==> config.mk <==
export PLATFORM = sky130hd
export DESIGN_NAME = ps2_host_tx
export DESIGN_NICKNAME = d
export VERILOG_FILES = /design/src/rtl/ps2_host_tx.sv
export SDC_FILE = /design/constraint.sdc
export NUM_CORES = 1
export LEC_CHECK = 0
export ABC_AREA = 0
export CELL_PAD_IN_SITES_DETAIL_PLACEMENT = 1
export CELL_PAD_IN_SITES_GLOBAL_PLACEMENT = 2
export CORE_ASPECT_RATIO = 0.75
export CORE_UTILIZATION = 30
export DETAILED_ROUTE_END_ITERATION = 12
export PLACE_DENSITY_LB_ADDON = 0.3
export SYNTH_ARGS = -nofsm -noshare
export SYNTH_HDL_FRONTEND = slang
export SYNTH_SLANG_ARGS = --single-unit
==> constraint.sdc <==
create_clock -name clk -period 2.44 [get_ports clk]
set_clock_uncertainty 0.15 [all_clocks]
set_input_delay 0.366 -clock clk [delete_from_list [all_inputs] [get_ports clk]]
set_output_delay 0.366 -clock clk [all_outputs]
set_load 0.02 [all_outputs]
==> src/rtl/ps2_host_tx.sv <==
// PS/2 host-to-device transmitter: inhibit, request-to-send, clocked-out frame, ACK sample, result report.
// Optional PS2_HOST_TX_RETRY_EN: a NAK or timeout retries the same byte up to twice before tx_done.
module ps2_host_tx #(
    parameter int INHIBIT_CYCLES = 5000,
    parameter int RTS_CYCLES     = 100,
    parameter int TIMEOUT_CYCLES = 750000,
    parameter int FILTER_LEN     = 8
) (
    input  logic       clk,
    input  logic       reset,
    input  logic       ps2c_in,
    input  logic       ps2d_in,
    output logic       ps2c_drive_low,
    output logic       ps2d_drive_low,
    input  logic [7:0] tx_data,
    input  logic       tx_start,
    output logic       tx_busy,
    output logic       tx_done,
    output logic       tx_ack_ok,
    output logic       tx_error
);
    // state     | meaning
    // IDLE      | lines released, waiting for tx_start
    // INHIBIT   | clock held low
    // RTS       | clock and data (start bit) held low
    // SEND      | frame bit placed on each device clock fall
    // ACK       | device ACK/NAK sampled on next fall
    // WAIT_IDLE | waiting for both lines high
    // DONE      | one-cycle result pulse
    localparam int MAX_A = (INHIBIT_CYCLES > RTS_CYCLES) ? INHIBIT_CYCLES : RTS_CYCLES;
    localparam int MAX_C = (MAX_A > TIMEOUT_CYCLES) ? MAX_A : TIMEOUT_CYCLES;
    localparam int TW    = $clog2(MAX_C + 1);
    localparam int FW    = $clog2(FILTER_LEN + 1);

    localparam logic [TW-1:0] INH_LOAD  = TW'(INHIBIT_CYCLES - 1);
    localparam logic [TW-1:0] RTS_LOAD  = TW'(RTS_CYCLES - 1);
    localparam logic [TW-1:0] TO_LOAD   = TW'(TIMEOUT_CYCLES - 1);
    localparam logic [FW-1:0] FILT_LAST = FW'(FILTER_LEN - 1);

    typedef enum logic [2:0] {
        S_IDLE, S_INHIBIT, S_RTS, S_SEND, S_ACK, S_WAIT_IDLE, S_DONE
    } state_t;

    logic          c_meta, c_sync, d_meta, d_sync;
    logic          c_filt, c_filt_q;
    logic [FW-1:0] fcnt;
    logic          fall;

    always_ff @(posedge clk) begin
        if (reset) begin
            c_meta   <= 1'b1;
            c_sync   <= 1'b1;
            d_meta   <= 1'b1;
            d_sync   <= 1'b1;
            c_filt   <= 1'b1;
            c_filt_q <= 1'b1;
            fcnt     <= '0;
        end else begin
            c_meta   <= ps2c_in;
            c_sync   <= c_meta;
            d_meta   <= ps2d_in;
            d_sync   <= d_meta;
            c_filt_q <= c_filt;
            if (c_sync == c_filt) begin
                fcnt <= '0;
            end else if (fcnt == FILT_LAST) begin
                c_filt <= c_sync;
                fcnt   <= '0;
            end else begin
                fcnt <= fcnt + FW'(1);
            end
        end
    end

    assign fall = c_filt_q & ~c_filt;

    state_t        state, state_n;
    logic [TW-1:0] timer, timer_n;
    logic [3:0]    idx, idx_n;
    logic [8:0]    frame, frame_n;
    logic          res_ack, res_ack_n, res_err, res_err_n;
    logic          d_low_n, timeout;
`ifdef PS2_HOST_TX_RETRY_EN
    logic [1:0]    retry, retry_n;
`endif

    always_comb begin
        state_n   = state;
        timer_n   = (timer == '0) ? timer : timer - TW'(1);
        idx_n     = idx;
        frame_n   = frame;
        res_ack_n = res_ack;
        res_err_n = res_err;
        d_low_n   = ps2d_drive_low;
        timeout   = 1'b0;
`ifdef PS2_HOST_TX_RETRY_EN
        retry_n   = retry;
`endif
        case (state)
            S_IDLE: begin
                d_low_n = 1'b0;
                if (tx_start) begin
                    frame_n   = {~^tx_data, tx_data};
                    timer_n   = INH_LOAD;
                    res_ack_n = 1'b0;
                    res_err_n = 1'b0;
                    state_n   = S_INHIBIT;
`ifdef PS2_HOST_TX_RETRY_EN
                    retry_n   = 2'd0;
`endif
                end
            end
            S_INHIBIT: if (timer == '0) begin
                timer_n = RTS_LOAD;
                d_low_n = 1'b1;
                state_n = S_RTS;
            end
            S_RTS: if (timer == '0) begin
                timer_n = TO_LOAD;
                idx_n   = '0;
                state_n = S_SEND;
            end
            S_SEND: begin
                if (fall) begin
                    // idx 9 is the stop bit: the data line is simply released
                    d_low_n = (idx == 4'd9) ? 1'b0 : ~frame[idx];
                    idx_n   = idx + 4'd1;
                    timer_n = TO_LOAD;
                    if (idx == 4'd9) state_n = S_ACK;
                end else if (timer == '0) begin
                    timeout = 1'b1;
                end
            end
            S_ACK: begin
                if (fall) begin
                    res_ack_n = ~d_sync;
                    res_err_n = d_sync;
                    d_low_n   = 1'b0;
                    timer_n   = TO_LOAD;
                    state_n   = S_WAIT_IDLE;
                end else if (timer == '0) begin
                    timeout = 1'b1;
                end
            end
            S_WAIT_IDLE: begin
                if (c_sync && d_sync) state_n = S_DONE;
                else if (timer == '0) timeout = 1'b1;
            end
            S_DONE:  state_n = S_IDLE;
            default: state_n = S_IDLE;
        endcase

        if (timeout) begin
            d_low_n   = 1'b0;
            res_ack_n = 1'b0;
            res_err_n = 1'b1;
            state_n   = S_DONE;
        end
`ifdef PS2_HOST_TX_RETRY_EN
        // a failed attempt with retries left restarts instead of reporting
        if (state_n == S_DONE && res_err_n && retry != 2'd2) begin
            state_n   = S_INHIBIT;
            timer_n   = INH_LOAD;
            retry_n   = retry + 2'd1;
            res_ack_n = 1'b0;
            res_err_n = 1'b0;
        end
`endif
    end

    always_ff @(posedge clk) begin
        if (reset) begin
            state          <= S_IDLE;
            timer          <= '0;
            idx            <= '0;
            frame          <= '0;
            res_ack        <= 1'b0;
            res_err        <= 1'b0;
            ps2c_drive_low <= 1'b0;
            ps2d_drive_low <= 1'b0;
            tx_busy        <= 1'b0;
            tx_done        <= 1'b0;
            tx_ack_ok      <= 1'b0;
            tx_error       <= 1'b0;
`ifdef PS2_HOST_TX_RETRY_EN
            retry          <= 2'd0;
`endif
        end else begin
            state          <= state_n;
            timer          <= timer_n;
            idx            <= idx_n;
            frame          <= frame_n;
            res_ack        <= res_ack_n;
            res_err        <= res_err_n;
            ps2c_drive_low <= (state_n == S_INHIBIT) || (state_n == S_RTS);
            ps2d_drive_low <= d_low_n;
            tx_busy        <= (state_n != S_IDLE);
            tx_done        <= (state_n == S_DONE);
            if (state_n == S_DONE) begin
                tx_ack_ok <= res_ack_n;
                tx_error  <= res_err_n;
            end
`ifdef PS2_HOST_TX_RETRY_EN
            retry          <= retry_n;
`endif
        end
    end
endmodule

==> flow_summary.toml <==
[clock_network]
cts_tree = "built"
cts_resized = 0
cts_root_buf = "clkbuf_16"
cts_buffers = 5
cts_hold_buffers = 0
clkSinkCount = 54
clk_latency_ns = 0.30
clk_pin_slew_ns = 0.08
clk_path_buf_depth = 2
post_cts_buffers = 0
htreeDepth = 2

[critical_path]
cp.required_ns = 2.48
critPathMaxFanout = 6
worstSetupPathType = "flop to flop"
crit_path_end_kind = "flop"
start_kind = "flop"
critical_path_arrival_ns = 2.31

[synthesis]
synth-simple-area-share_pct = 29.7
post-synth-top-area-fraction_pct = 36.9
ys_warn_count = 0
synth_xor_area_share_pct = 8.38
syn_nets = 355
synth.distinct_cells = 56
synth_compound_area_share_pct = 15.0
synth.avg_cell_area_sq_um = 8.71
synthArstFlopShare_pct = 0
synth_adder_area_share_pct = 2.57
syn_inst = 336
synthesis.area_sq_mm = 0.00293
synth_area_leader_cell = "dfxtp_1"
synth.area.top_cells = "dfxtp_1 (37%), xnor2_1 (6.9%), nand2_1 (5.3%)"
synth_edf_count = 0
ys.flop_type = "dfxtp_1"
yosysSeqAreaShare_pct = 36.9
synth_top_family_by_area = "simple AND/OR/NAND/NOR gates"
synth-seq-cells = 54
synth_mux_area_share_pct = 3.29

[sta]
fin_crit_sh_pct = 92.8
max_slew.worst_pin.slew_ns = 0.453
setup_viol_count_final = 0
rsz0062_at_grt = "no"
layout_min_cycle_time_ns = 2.26
slew_headroom_pct = 69.6
fmax_mhz = 442
final.setup.tns_ns = 0
hold_violations = 0
drv_slew = 0

[placed_design]
port_buffers = 18
hpwl_mm = 5.96
placed_cell_area_sq_mm = 0.00333
place_congestion = 0.811

[power]
p_leak_uw = 0.00127
vdd_drop_max_mv = 0.269
totalPowerFinal_uw = 2950
p_per_area_mw_per_mm2 = 850

[cells_and_area]
final_cell_mix = "dfxtp_1 (54), nand2_1 (41), nor2_1 (34)"
syn2layout_area_growth_pct = 18.8
nets = 386
fin_area_sq_mm = 0.00348
final_common_cell = "dfxtp_1"
antenna_cells = 0
drive_gt1_share_pct = 16.8

[detailed_routing]
route.detailed.drc = 0
via_per_inst = 4.98
ant_nets = 0
drt_first_pass_iters = 4
routed_wl_mm = 7.79
wire_per_inst_microns = 15.7
drt_iter0_markers = 133
dr_total_vias = 2468

[global_route]
grt_usage_pct = 16.6
grt_overflow = 0
grt_max_degree = 28
antenna_found_initial = 0
grt_pass1_wl_mm = 12.9
grt_pass1_vias = 2515

[outcome]
status = "completed"

[floorplanning]
rows = 30
initial_core_util_pct = 31.6
fp.dieArea_sq_mm = 0.0102
chipHeight_microns = 87.5
io_pins = 19
die_w_microns = 116
coreArea_sq_mm = 0.00927

[hold_path]
hold_path_class = "flop to flop"

[job]
maxCapViolCount = 0
registers in the layout, indices dropped and copies added, names as in the netlist, 3 cells and up:
register and cells:
frame 9, idx 4, state 3, fcnt 4, timer 20
stage by stage:
stage	cells	setup WS (ns)	hold slack [ns]	utilization [%]
after global routing	496	0.0126	0.279	37.5
final	496	0.175	0.262	37.5
after global placement	488	0.179	0.247	36.0
after CTS	496	0.127	0.266	37.5
after floorplan	336	0.311	0.239	-
after detailed placement	488	0.123	0.249	36.0
final timing paths:
kind                     to      from  depth (start not counted)  slack, ns
max reg2reg  ps2c_drive_low  timer[1]                         10       0.18
min                  c_sync    c_meta                          1       0.26
min reg2reg          c_sync    c_meta                          1       0.26
max          ps2c_drive_low  timer[1]                         10       0.18
power breakdown:
part	total [uW]	internal (uW)	switching (uW)
clock network	716	382	334
registers	1130	991	139
logic	1110	481	629
total	2950	1850	1100
cells in the mapped netlist (2+ instances only):
library cell and number:
mux4_2 2, clkbuf_1 8, nor2b_1 3, xor2_1 5, nor3_1 15, nand4_1 2
o21ai_2 2, and3_1 2, a31oi_1 5, mux2i_1 4, o31ai_1 4, buf_6 3
nand3b_1 2, nor2_1 34, dfxtp_1 54, o22ai_1 3, nor3_2 5, o21a_1 5
inv_1 9, nor4_4 4, nor4_2 3, xnor2_1 23, ha_1 6, buf_4 2
nor4_1 2, nand2_2 2, nand2_1 41, o31a_1 2, or3_1 4, or2_2 6
nand3_1 13, nand2b_1 4, a21oi_1 25, o21ai_0 10
worst max-delay path: stages (launching register included):
cell and delay [ns]:
dfxtp_1 0.43, inv_1 0.11, ha_1 0.18, nor3b_1 0.13
buf_4 0.15, nand3_1 0.13, nor2_4 0.08, buf_4 0.15
o21a_1 0.11, or3_1 0.35, and4_1 0.20
cell type report:
| type | count | area [sq um] |
|---|---|---|
| Fill cell | 1116 | 5800 |
| Multi-Input combinational cell | 258 | 1720 |
| Sequential cell | 54 | 1080 |
| Timing Repair Buffer | 38 | 330 |
| Tap cell | 128 | 160 |
| Clock buffer | 6 | 129 |
| Inverter | 10 | 37.5 |
| Clock inverter | 2 | 13.8 |
per-layer routing:
layer	global-route usage, %	part of all wire (%)	wire (microns)
met1	23.4	54	4210
met2	26.1	42	3300
met3	3.39	2.9	225
met4	3.61	0.67	52
met5	0	0	0
kinds of logic after synthesis:
logic type      Yosys count
flops                    54
simple gates            151
mux                       7
compound gates           66
xor+xnor                 28
buf+inv                  24
fa+ha+maj                 6
Note: power is estimated with default switching activity, not from simulation.
